File: src/rtl/matrix_result_sender_if.sv
// Bus bundle between the result framer, the result memory read port,
// the frame controller (start/busy/done) and uart_tx.
//   start     frame request pulse
//   res_addr  result memory read address (synchronous read)
//   res_data  result memory read data, valid one cycle after res_addr
//   tx_data   byte presented to uart_tx
//   tx_start  one-cycle transmit request to uart_tx
//   tx_busy   uart_tx busy flag
//   busy      framer is working on a frame
//   done      one-cycle end-of-frame pulse
// master = the framer's view, slave = everything around it.
interface matrix_result_sender_if #(
  parameter int ADDR_W = 4,
  parameter int RES_W  = 16
);
  logic              start;
  logic [ADDR_W-1:0] res_addr;
  logic [RES_W-1:0]  res_data;
  logic [7:0]        tx_data;
  logic              tx_start;
  logic              tx_busy;
  logic              busy;
  logic              done;

  modport master (
    input  start, res_data, tx_busy,
    output res_addr, tx_data, tx_start, busy, done
  );

  modport slave (
    output start, res_data, tx_busy,
    input  res_addr, tx_data, tx_start, busy, done
  );
endinterface

File: src/rtl/matrix_result_sender.sv
// Transmit-side framer for the matrix-multiplication result.
// Reads the N*N result matrix row-major from result memory, splits each
// entry into bytes (MSB first) and sends
//   HEADER, data bytes..., XOR of data bytes
// one byte at a time through uart_tx's start/busy handshake.
// Ports:
//   clk   system clock (shared with uart_tx)
//   rst   asynchronous, active-high reset; aborts a frame immediately
//   bus   matrix_result_sender_if.master (start, res_addr, res_data,
//         tx_data, tx_start, tx_busy, busy, done)
//
// state     | meaning
// ----------+------------------------------------------------------------
// S_IDLE    | waiting for start
// S_HDR     | load header byte into tx_data
// S_FETCH   | res_addr holds the current entry; memory read in flight
// S_CAPTURE | latch res_data into the shift register
// S_LOAD    | present the next entry byte, fold it into the checksum
// S_SEND    | wait for uart_tx idle, then pulse tx_start
// S_ACK     | wait for uart_tx to take the byte (tx_busy rises)
// S_DRAIN   | wait for the byte to finish (tx_busy falls), then advance
// S_DONE    | one-cycle done pulse
module matrix_result_sender #(
  parameter int         N      = 3,
  parameter int         RES_W  = 16,
  parameter int         ADDR_W = 4,
  parameter logic [7:0] HEADER = 8'hA5
) (
  input  logic                   clk,
  input  logic                   rst,
  matrix_result_sender_if.master bus
);

  localparam int BYTES = RES_W / 8;
  localparam int BI_W  = (BYTES > 1) ? $clog2(BYTES) : 1;
  localparam int NN    = N * N;

  localparam logic [ADDR_W-1:0] LAST_ENTRY = ADDR_W'(NN - 1);
  localparam logic [BI_W-1:0]   LAST_BYTE  = BI_W'(BYTES - 1);

  if ((RES_W % 8) != 0 || RES_W < 8) begin : g_bad_res_w
    $error("RES_W must be a positive multiple of 8");
  end
  if ((2 ** ADDR_W) < NN) begin : g_bad_addr_w
    $error("ADDR_W too small for N*N entries");
  end

  typedef enum logic [3:0] {
    S_IDLE,
    S_HDR,
    S_FETCH,
    S_CAPTURE,
    S_LOAD,
    S_SEND,
    S_ACK,
    S_DRAIN,
    S_DONE
  } state_t;

  // What the byte currently in flight is; decides where DRAIN goes next.
  typedef enum logic [1:0] {
    K_HDR,
    K_DATA,
    K_CSUM
  } kind_t;

  state_t             state, state_nxt;
  kind_t              kind;
  logic [ADDR_W-1:0]  entry;
  logic [BI_W-1:0]    byte_idx;
  logic [RES_W-1:0]   shreg;
  logic [7:0]         checksum;
  logic [7:0]         cur_byte;

  // Byte byte_idx of the latched entry always sits at the top of the
  // shift register, because DRAIN shifts left by one byte per data byte.
  assign cur_byte = shreg[RES_W-1 -: 8];

  always_ff @(posedge clk or posedge rst) begin
    if (rst) begin
      state <= S_IDLE;
    end else begin
      state <= state_nxt;
    end
  end

  // tx_start, busy and done are decoded from state so that an asynchronous
  // reset drops them in the same cycle without waiting for a clock edge.
  always_comb begin
    state_nxt    = state;
    bus.tx_start = 1'b0;
    bus.busy     = 1'b0;
    bus.done     = 1'b0;
    case (state)
      S_IDLE: begin
        if (bus.start) state_nxt = S_HDR;
      end
      S_HDR: begin
        bus.busy  = 1'b1;
        state_nxt = S_SEND;
      end
      S_FETCH: begin
        bus.busy  = 1'b1;
        state_nxt = S_CAPTURE;
      end
      S_CAPTURE: begin
        bus.busy  = 1'b1;
        state_nxt = S_LOAD;
      end
      S_LOAD: begin
        bus.busy  = 1'b1;
        state_nxt = S_SEND;
      end
      S_SEND: begin
        bus.busy = 1'b1;
        if (!bus.tx_busy) begin
          bus.tx_start = 1'b1;
          state_nxt    = S_ACK;
        end
      end
      S_ACK: begin
        bus.busy = 1'b1;
        if (bus.tx_busy) state_nxt = S_DRAIN;
      end
      S_DRAIN: begin
        bus.busy = 1'b1;
        if (!bus.tx_busy) begin
          case (kind)
            K_HDR:  state_nxt = S_FETCH;
            K_DATA: begin
              if (byte_idx != LAST_BYTE)   state_nxt = S_LOAD;
              else if (entry != LAST_ENTRY) state_nxt = S_FETCH;
              else                          state_nxt = S_SEND;
            end
            K_CSUM:  state_nxt = S_DONE;
            default: state_nxt = S_IDLE;
          endcase
        end
      end
      S_DONE: begin
        bus.done  = 1'b1;
        state_nxt = S_IDLE;
      end
      default: state_nxt = S_IDLE;
    endcase
  end

  always_ff @(posedge clk or posedge rst) begin
    if (rst) begin
      bus.res_addr <= '0;
      bus.tx_data  <= '0;
      kind         <= K_HDR;
      entry        <= '0;
      byte_idx     <= '0;
      shreg        <= '0;
      checksum     <= '0;
    end else begin
      case (state)
        S_IDLE: begin
          if (bus.start) checksum <= '0;
        end
        S_HDR: begin
          bus.tx_data <= HEADER;
          kind        <= K_HDR;
        end
        S_CAPTURE: begin
          shreg    <= bus.res_data;
          byte_idx <= '0;
        end
        S_LOAD: begin
          bus.tx_data <= cur_byte;
          checksum    <= checksum ^ cur_byte;
        end
        S_DRAIN: begin
          if (!bus.tx_busy) begin
            case (kind)
              K_HDR: begin
                entry        <= '0;
                bus.res_addr <= '0;
                kind         <= K_DATA;
              end
              K_DATA: begin
                if (byte_idx != LAST_BYTE) begin
                  byte_idx <= byte_idx + BI_W'(1);
                  shreg    <= shreg << 8;
                end else if (entry != LAST_ENTRY) begin
                  entry        <= entry + ADDR_W'(1);
                  bus.res_addr <= entry + ADDR_W'(1);
                end else begin
                  // Checksum already includes the last data byte (folded in LOAD).
                  bus.tx_data <= checksum;
                  kind        <= K_CSUM;
                end
              end
              default: ;
            endcase
          end
        end
        default: ;
      endcase
    end
  end

endmodule

File: src/flat_wrapper.sv
// flat-port wrapper written by rule: the top's interface ports become plain ports
module matrix_result_sender_flat 
#(
  parameter int         N      = 3,
  parameter int         RES_W  = 16,
  parameter int         ADDR_W = 4,
  parameter logic [7:0] HEADER = 8'hA5
)
  (clk, rst, bus_start, bus_res_data, bus_tx_busy, bus_res_addr, bus_tx_data, bus_tx_start, bus_busy, bus_done);
  matrix_result_sender_if #(.ADDR_W(ADDR_W), .RES_W(RES_W)) bus_i ();
  input  logic clk;
  input  logic rst;
  input wire logic [$bits(bus_i.start)-1:0] bus_start;
  input wire logic [$bits(bus_i.res_data)-1:0] bus_res_data;
  input wire logic [$bits(bus_i.tx_busy)-1:0] bus_tx_busy;
  output wire logic [$bits(bus_i.res_addr)-1:0] bus_res_addr;
  output wire logic [$bits(bus_i.tx_data)-1:0] bus_tx_data;
  output wire logic [$bits(bus_i.tx_start)-1:0] bus_tx_start;
  output wire logic [$bits(bus_i.busy)-1:0] bus_busy;
  output wire logic [$bits(bus_i.done)-1:0] bus_done;
  assign bus_i.start = bus_start;
  assign bus_i.res_data = bus_res_data;
  assign bus_i.tx_busy = bus_tx_busy;
  assign bus_res_addr = bus_i.res_addr;
  assign bus_tx_data = bus_i.tx_data;
  assign bus_tx_start = bus_i.tx_start;
  assign bus_busy = bus_i.busy;
  assign bus_done = bus_i.done;
  matrix_result_sender #(.N(N), .RES_W(RES_W), .ADDR_W(ADDR_W), .HEADER(HEADER)) u_core (.clk(clk), .rst(rst), .bus(bus_i));
endmodule
File: config.mk
export PLATFORM = sky130hd
export DESIGN_NAME = matrix_result_sender_flat
export DESIGN_NICKNAME = d
export VERILOG_FILES = /design/src/rtl/matrix_result_sender_if.sv /design/src/rtl/matrix_result_sender.sv /design/src/flat_wrapper.sv
export SDC_FILE = /design/constraint.sdc
export NUM_CORES = 1
export LEC_CHECK = 0
export ABC_AREA = 0
export CAP_MARGIN = 20
export CORE_AREA = 5 5 69 86
export DETAILED_ROUTE_END_ITERATION = 7
export DIE_AREA = 0 0 74 91
export GPL_TIMING_DRIVEN = 0
export HOLD_SLACK_MARGIN = 0.02
export PLACE_DENSITY = 0.67
export SLEW_MARGIN = 0
export SYNTH_ARGS = -nofsm -noshare
export SYNTH_HDL_FRONTEND = slang
export SYNTH_SLANG_ARGS = --single-unit
File: constraint.sdc
create_clock -name clk -period 1.9 [get_ports clk]
set_input_delay 0.19 -clock clk [delete_from_list [all_inputs] [get_ports clk]]
set_output_delay 0.19 -clock clk [all_outputs]
set_load 0.02 [all_outputs]
==> results of run 1 <==
==> worst max-delay path: stages, from the launching register on <==
cell	delay (ns)
dfrtp_1	0.38
buf_6	0.13
or4b_4	0.52
a211o_4	0.36
buf_4	0.15
a22o_1	0.22
==> registers in the layout (all words and copies together), names as in the netlist <==
| name | cells |
|---|---|
| u_core.state | 4 |
| u_core.kind | 2 |
| u_core.bus.res_addr | 4 |
| u_core.bus.tx_data | 8 |
| u_core.shreg | 16 |
| u_core.checksum | 8 |
| u_core.byte_idx | 1 |
==> metal layers <==
metal	up-vias	routed length, microns
met1	813	2250
li1	867	-
met4	0	89
met5	-	0
met3	7	228
met2	40	2280
==> through the flow <==
step	worst slack (ns)	util (%)	setup TNS [ns]	power, mW	instance area [sq um]
4_1_cts	0.000214	54.3	0	4.08	2740
5_1_grt	-0.0116	55.8	-0.0521	4.46	2820
2_1_floorplan	0.00339	-	0	2.87	2170
6_report	0.0352	55.8	0	4.17	2820
3_5_place_dp	-0.295	51.6	-1.92	3.41	2600
3_3_place_gp	-0.278	51.2	-10.32	3.35	2580
==> final cells by class <==
cell class | instances | area, sq um
tap | 62 | 77.6
fill | 454 | 2230
sequential | 43 | 1080
inverter | 4 | 15.0
clock buffer | 6 | 72.6
timing repair buffer | 40 | 397
clock inverter | 2 | 12.5
multi-input combinational | 152 | 1080
buffer | 11 | 78.8
==> how the worst min path moves through the flow <==
stage,slack [ns],start,cells past startpoint,endpoint
after floorplan,0.32,bus_res_data[0],1,u_core.shreg[0]
after global routing,0.15,rst,2,u_core.kind[0]
final,0.11,rst,2,u_core.bus.res_addr[1]
after detailed placement,0.45,rst,2,u_core.kind[1]
after global placement,0.47,u_core.checksum[5],1,u_core.checksum[5]
after CTS,0.12,rst,2,u_core.bus.res_addr[1]
==> layout by cell type, fill, tap and decap left out, types with 3 or more instances in the layout <==
master,instances
a21oi_1,3
a22o_1,9
inv_1,3
nand2_1,30
buf_4,9
o21ai_1,3
dfrtp_1,41
nor2_1,12
nand3_1,10
a22oi_1,4
clkdlybuf4s50_1,30
o21ai_0,16
mux2_2,9
o22ai_1,4
buf_6,3
clkbuf_8,5
mux2i_1,10
==> power groups by stage <==
stage               Clock (mW)  Combinational (mW)  Sequential [mW]
global placement             0                1.83             1.51
finish                   0.579                2.07             1.52
detailed placement           0                1.88             1.54
global route             0.611                2.29             1.56
CTS                      0.593                1.97             1.51
floorplan                    0                1.34             1.53
==> synth_stat cells, types with 3 or more instances <==
library cell,number
o22ai_1,4
dfrtp_1,43
clkbuf_1,5
a31oi_1,3
mux2_2,9
nand3_1,10
nand2_1,30
a22oi_1,4
buf_2,4
a21oi_1,3
inv_1,4
nor2b_1,3
a22o_1,9
mux2i_1,10
o21ai_0,17
nor2_1,12
==> cells by family (layout without fill, tap and decap cells) <==
family	count (synthesis)	after routing	synth area share [%]
buffers and inverters	16	63	3.68
muxes	19	19	9.26
adders and majority gates	2	2	1.15
AOI/OAI and AO/OA	56	56	18.4
DFF	43	43	49.5
and+or+nand+nor	75	75	18.0
==> what timing repair did <==
action                     4_1_cts  5_1_grt
gates resized for setup         21       17
setup endpoints to repair       24       35
pin swaps                        3        2
buffers inserted                 3        3
==> flow_summary.toml, run 1 <==
[timing]
fmax_mhz = 536
slew_headroom_pct = 62.0
final.setup_skew_ns = 0.00492
finalCriticalPeriod_ns = 1.86
finalSetupViolations = 0
worstMarginPinSlew_ns = 0.567
slew_viol_final = 0
period_share_pct = 98.1
hold_slack_ns = 0.114
rsz0062_at_grt = "true"
finalHoldViolations = 0

[route]
ant_nets = 0
firstDrtPassIters = 4
routedWlPerCell_microns = 15.2
remaining_drc_errors = 0
wl_mm = 4.85
viasPerCell = 5.40
first_iter_violations = 69
vias = 1727

[clock_tree]
cts_htree_levels = 2
clk_latency_ns = 0.30
cts_inserted_buffers = 5
clk_path_buf_depth = 2
clkTransAtPathRegs_ns = 0.08
cts_tree = "built"
clkSinkCount = 43
clockRootBuffer = "clkbuf_8"
cts_hold_buf = 0

[yosys]
synth_nets = 233
synth-seq-cells = 43
syn_area_sq_mm = 0.00217
yosys-top-cells-area = "dfrtp_1 (49%), nand2_1 (5.2%), mux2_2 (4.7%)"
synthCells = 211
synth_top_flop_cell = "dfrtp_1"
avgSynthCellArea_sq_um = 10.3
async_flop_share_pct = 100
synth_top_area_share_pct = 49.5
synth.distinct_cells = 49
yosysTopAreaCell = "dfrtp_1"
ys.warnings.count = 0
ys_seq_area_share_pct = 49.5
synth_edf_count = 0

[floorplan]
die_w_microns = 74
rows = 29
design.die.area_sq_mm = 0.00673
pin_count = 35
start_util_pct = 43.1
die-height_microns = 91
core-area_sq_mm = 0.00504

[global_routing]
grt_overflow_total = 0
grt_max_degree = 36
use_met3_pct = 3.43
grt_pass1_vias = 1668
busiest_layer = "met2"
met2_usage_pct = 22.4
antenna_found_initial = 0
met1_usage_pct = 20.4
grt_use_total_pct = 14.8
grt_pass1_wl_mm = 7.85

[setup_path]
start_kind = "register"
cp-startpoint = "u_core.byte_idx"
worstReg2RegEnd = "u_core.shreg[4]"
rrSetupSlack_ns = 0.04
end_kind = "register"
arrival_ns = 2.06
critical_path.endpoint = "u_core.shreg[4]"
r2r-start = "u_core.byte_idx"
reg2regPathDepth = 5
crit_path_max_fanout = 8
crit_required_ns = 2.09
crit_type = "reg2reg"

[cells_and_area]
drive_above_1_share_pct = 19.8
layout.nets = 279
fin_cells = 320
area_growth_syn_to_layout_pct = 29.5
antennaDiodeCount = 0

[pwr]
p_clk_share_pct = 13.9
total_leakage_power_nw = 1.22
powerDensity_mw_per_mm2 = 1480
p_seq_share_pct = 36.4
p_int_mw = 2.52
combPwrFrac_pct = 49.7
switching_share_pct = 39.6
irDropWorstVdd_uv = 908
p_sw_mw = 1.65

[place]
port_buffers = 33
place_inst = 307
dp_hpwl_mm = 3.56
place_congestion = 0.780

[job]
maxCapViolations = 0

[outcome]
status = "finished, final reports clean"

[min_path]
hold_class = "in2async"
(Power assumes the default switching activity.)
==> run 2: changes to the inputs <==
- CORE_AREA: 5 5 69 86 -> 2 2 61 77
- DIE_AREA: 0 0 74 91 -> 0 0 63 79
- PLACE_DENSITY: 0.67 -> 0.77
==> run 2 against run 1 <==
  * Critical path type unchanged
  * Wire length increased by 2.0%
  * Via count grew 5.1%
  * Worst setup slack worse by 0.028 ns
  * Critical endpoint is now u_core.bus.tx_data[4]
  * Clock-buffer cell count stayed put
  * Combinational power increased by 3%
  * Cell area rose by 0.84%
  * Highest routed layer unchanged
  * Clock skew grew 0.0061 ns
  * Largest power group unchanged
  * Sequential power is essentially flat
==> flow_summary.toml, run 2 (synthesis gave the netlist of run 1 again) <==
[setup_path]
crit_type = "reg2reg"
crit_path_max_fanout = 8
start_kind = "register"
cpPeakStageDelay_ns = 0.46
crit_slowest_cell = "dfrtp_2"
crit_required_ns = 2.09
end_kind = "register"
crit_chain = "inv_2, ha_4, and3b_2, a31oi_4, a311oi_4, buf_6, mux2_2"
arrival_ns = 2.09

[cells_and_area]
fin_cells = 316
antennaDiodeCount = 0
largest_register = "u_core.shreg"
layout.nets = 279
drive_above_1_share_pct = 21.7
final_common_cell = "dfrtp_1"
final_core_util_pct = 66.2
final_cell_mix = "dfrtp_1 (41), clkdlybuf4s50_1 (30), nand2_1 (29)"
design_area_sq_mm = 0.00284
largest_reg_flops = 16
largestRegisters = "u_core.shreg (16), u_core.bus.tx_data (8), u_core.checksum (8)"
n_fill_cell = 345
area_growth_syn_to_layout_pct = 30.6

[clock_tree]
clkSinkCount = 43
cts_hold_buf = 0
clk_latency_ns = 0.30
cts_inserted_buffers = 5
clkTransAtPathRegs_ns = 0.08
clk_path_buf_depth = 2
clockRootBuffer = "clkbuf_8"
cts_htree_levels = 2
cts_tree = "built"

[place]
pre_cts_ws_ns = -0.240
place_inst = 303
dpl-instance-area_sq_mm = 0.00260
dp_hpwl_mm = 3.40
port_buffers = 33
place_congestion = 0.810

[route]
remaining_drc_errors = 0
ant_nets = 0
firstDrtPassIters = 5
routedWlPerCell_microns = 15.7
first_iter_violations = 78
vias = 1815
wl_mm = 4.95
viasPerCell = 5.74

[floorplan]
rows = 27
design.die.area_sq_mm = 0.00498
die-height_microns = 79
start_util_pct = 50.7
die_w_microns = 63
pin_count = 35
core-area_sq_mm = 0.00429

[timing]
period_share_pct = 99.6
layout_setup_ws_ns = 0.00682
worstMarginPinSlew_ns = 0.617
finalSetupViolations = 0
final.setup.tns_ns = 0
finalCriticalPeriod_ns = 1.89
rsz0062_at_grt = "true"
fmax_mhz = 528
final.setup_skew_ns = 0.0111
slew_viol_final = 0
hold_slack_ns = 0.149
finalHoldViolations = 0
slew_headroom_pct = 58.6

[global_routing]
grt_max_degree = 32
grt_use_total_pct = 20.2
grt_pass1_vias = 1699
grt_pass1_wl_mm = 7.86
grt_overflow_total = 0
antenna_found_initial = 0

[pwr]
p_sw_mw = 1.70
irDropWorstVdd_uv = 759
switching_share_pct = 40.0
p_clk_share_pct = 13.5
powerDensity_mw_per_mm2 = 1490
power_mw = 4.24
total_leakage_power_nw = 1.23
p_seq_share_pct = 36.1
combPwrFrac_pct = 50.4
p_int_mw = 2.54

[min_path]
hold_class = "in2async"

[job]
maxCapViolations = 0

[outcome]
status = "finished, final reports clean"
[run 2: final cells by class]
cell class                      count  area (sq um)  area share [%]
Buffer                             11          81.3            2.86
Timing Repair Buffer               40           398            14.0
Clock buffer                        6          72.6            2.56
Tap cell                           58          72.6            2.56
Clock inverter                      2          12.5           0.441
Sequential cell                    43          1080            38.0
Inverter                            4          15.0           0.529
Multi-Input combinational cell    152          1110            39.0
[run 2: final timing paths]
check | depth (start not counted) | from | slack [ns] | endpoint
max in group asynchronous | 3 | rst | 1.29 | u_core.state[0]
setup / recovery | 7 | u_core.bus.res_addr[0] | 0.007 | u_core.bus.tx_data[4]
hold / removal | 2 | rst | 0.15 | u_core.bus.res_addr[1]
setup reg to reg | 7 | u_core.bus.res_addr[0] | 0.007 | u_core.bus.tx_data[4]
hold reg to reg | 1 | u_core.checksum[5] | 0.50 | u_core.checksum[5]
min in group clk | 2 | bus_tx_busy | 0.46 | u_core.state[0]
[run 2: worst max-delay path, delay by kind of cell (launching register included)]
family | cells | cell delay [ns]
buffers and inverters | 2 | 0.26
adder cells (fa/ha/maj) | 1 | 0.13
multiplexers | 1 | 0.33
AO/OA/AOI/OAI | 2 | 0.37
AND/OR/NAND/NOR | 1 | 0.22
flip-flops | 1 | 0.46
[run 2: timing repair]
item	4_1_cts	5_1_grt
buffers inserted	1	5
resized for setup	20	25
gates cloned	0	0
pin swaps	3	8
setup endpoints to repair	27	33
[run 2: power groups by stage]
stage	logic [mW]	clock network (mW)	registers [mW]
finish	2.14	0.572	1.53
detailed placement	1.89	0	1.53
CTS	1.97	0.581	1.51
global placement	1.83	0	1.51
global route	2.35	0.614	1.58
floorplan	1.34	0	1.53
[run 2: metal layers]
metal  global-route usage (%)  part of all wire, %
met1                     25.5                   42
met2                     33.7                   51
met3                     4.11                  4.7
met4                     8.22                  2.3
met5                        0                    0
==> run 3: changes to the inputs <==
- CTS_CLUSTER_DIAMETER: default -> 100
- SKIP_LAST_GASP: default -> 1
==> run 3 against run 2 <==
  * Flip-flop and latch count did not move
  * Non-clock buffer count did not move
  * Via count barely moved
  * Cell area fell by 0.57%
  * Combinational power barely moved
  * Critical endpoint is now u_core.shreg[1]
  * Sequential power barely moved
  * Wire length fell by 0.91%
  * Power fell by 0.78%
  * Largest cell class unchanged
  * Register-to-register slack got worse by 0.03 ns
  * Critical path type unchanged
  * The run now ends with negative setup slack left
  * Sequential share of layout area rose by 0.22 points
  * Largest power group unchanged
  * First-iteration DRC count fell by 26%
==> flow_summary.toml, run 3 (synthesis gave the netlist of run 1 again) <==
[outcome]
status = "complete, but fails checks"
violations = "negative setup slack"

[global_routing]
grt_pass1_vias = 1699
grt_pass1_wl_mm = 7.86
antenna_found_initial = 0
grt_max_degree = 32
grt_use_total_pct = 20.2
grt_overflow_total = 0

[clock_tree]
clockRootBuffer = "clkbuf_8"
cts_inserted_buffers = 5
clkTransAtPathRegs_ns = 0.08
clk_latency_ns = 0.30
cts_htree_levels = 2
clkSinkCount = 43
clk_path_buf_depth = 2
cts_tree = "built"

[cells_and_area]
largest_register = "u_core.shreg"
fin_cells = 316
final_core_util_pct = 65.8
largestRegisters = "u_core.shreg (16), u_core.bus.tx_data (8), u_core.checksum (8)"
n_fill_cell = 344
antennaDiodeCount = 0
drive_above_1_share_pct = 20.5
area_growth_syn_to_layout_pct = 29.8
final_cell_mix = "dfrtp_1 (41), nand2_1 (30), clkdlybuf4s50_1 (30)"
layout.nets = 279
largest_reg_flops = 16
final_common_cell = "dfrtp_1"

[route]
firstDrtPassIters = 4
ant_nets = 0
routedWlPerCell_microns = 15.5
wl_mm = 4.91
viasPerCell = 5.75
first_iter_violations = 58
vias = 1816
remaining_drc_errors = 0

[floorplan]
pin_count = 35
start_util_pct = 50.7
core-area_sq_mm = 0.00429
die_w_microns = 63
die-height_microns = 79
design.die.area_sq_mm = 0.00498
rows = 27

[setup_path]
worstReg2RegEnd = "u_core.shreg[1]"
arrival_ns = 2.11
start_kind = "register"
rrSetupSlack_ns = -0.02
crit_slowest_cell = "or4b_1"
crit_path_max_fanout = 10
crit_path_frequent_cell = "buf_6"
crit_required_ns = 2.09
timing.critical_path.buf_inv = 2
crit_type = "reg2reg"
cpPeakStageDelay_ns = 0.53
reg2regPathDepth = 5
r2r-start = "u_core.byte_idx"
path_delay_family = "compound AO/OA/AOI/OAI gates"
cp-startpoint = "u_core.byte_idx"
crit_chain = "buf_6, or4b_1, a211o_4, buf_6, a22o_1"
end_kind = "register"

[place]
place_inst = 303
port_buffers = 33
pre_cts_ws_ns = -0.240
place_congestion = 0.810
dp_hpwl_mm = 3.40

[timing]
finalCriticalPeriod_ns = 1.92
finalHoldViolations = 0
period_share_pct = 101
worstMarginPinSlew_ns = 0.631
rsz0062_at_grt = "true"
final.setup.tns_ns = -0.0560
fmax_mhz = 521
final.setup_skew_ns = 0.00943
slew_headroom_pct = 57.7
finalSetupViolations = 5
layout_setup_ws_ns = -0.0184
slew_viol_final = 0

[pwr]
irDropWorstVdd_uv = 760
powerDensity_mw_per_mm2 = 1490
power_mw = 4.21
total_leakage_power_nw = 1.22

[job]
maxCapViolations = 0

[min_path]
hold_class = "in2async"
run 3: final cells by class:
| cell class | count | area (sq um) | area share (%) |
|---|---|---|---|
| multi-input cells | 152 | 1100 | 38.8 |
| inverters | 4 | 15.0 | 0.532 |
| clock buffers | 6 | 72.6 | 2.57 |
| clock inverters | 2 | 12.5 | 0.443 |
| flip-flops and latches | 43 | 1080 | 38.2 |
| well taps | 58 | 72.6 | 2.57 |
| repair buffers | 40 | 394 | 14.0 |
| plain buffers | 11 | 81.3 | 2.88 |
run 3: worst max path at each step:
stage                       endpoint  slack, ns  cells past startpoint
2_1_floorplan  u_core.bus.tx_data[0]      0.003                      6
3_3_place_gp            bus_tx_start      -0.25                      4
3_5_place_dp            bus_tx_start      -0.24                      4
4_1_cts              u_core.shreg[1]      0.002                      5
5_1_grt        u_core.bus.tx_data[2]      -0.05                      6
6_report             u_core.shreg[1]      -0.02                      5
run 3: stage by stage:
| step | hold WS (ns) | area, sq um |
|---|---|---|
| 6_report | 0.147 | 2820 |
| 5_1_grt | 0.198 | 2820 |
| 4_1_cts | 0.165 | 2720 |
| 3_5_place_dp | 0.479 | 2600 |
| 3_3_place_gp | 0.471 | 2580 |
| 2_1_floorplan | 0.323 | 2170 |
run 3: what timing repair did:
| action | in CTS | in global routing |
|---|---|---|
| hold buffers | 0 | 0 |
| setup endpoints to repair | 27 | 33 |
| buffers inserted | 1 | 5 |
| resized for setup | 20 | 20 |
| pin swaps | 3 | 4 |
run 3: where the power goes:
group | internal, mW | total (mW) | switching [mW]
clock | 0.257 | 0.573 | 0.316
combinational | 1.00 | 2.11 | 1.11
sequential | 1.26 | 1.52 | 0.258
total | 2.52 | 4.21 | 1.68
run 3: worst reg2reg max path: stages, from the launching register on:
cell     delay, ns
dfrtp_1       0.37
buf_6         0.14
or4b_1        0.53
a211o_4       0.40
buf_6         0.15
a22o_1        0.22
run 3: metal layers:
metal  part of all wire (%)  vias up  global-route usage, %
li1                       -      862                      -
met1                     42      887                   25.5
met2                     51       55                   33.7
met3                    4.6       12                   4.11
met4                    2.2        0                   8.22
met5                      0        -                      0
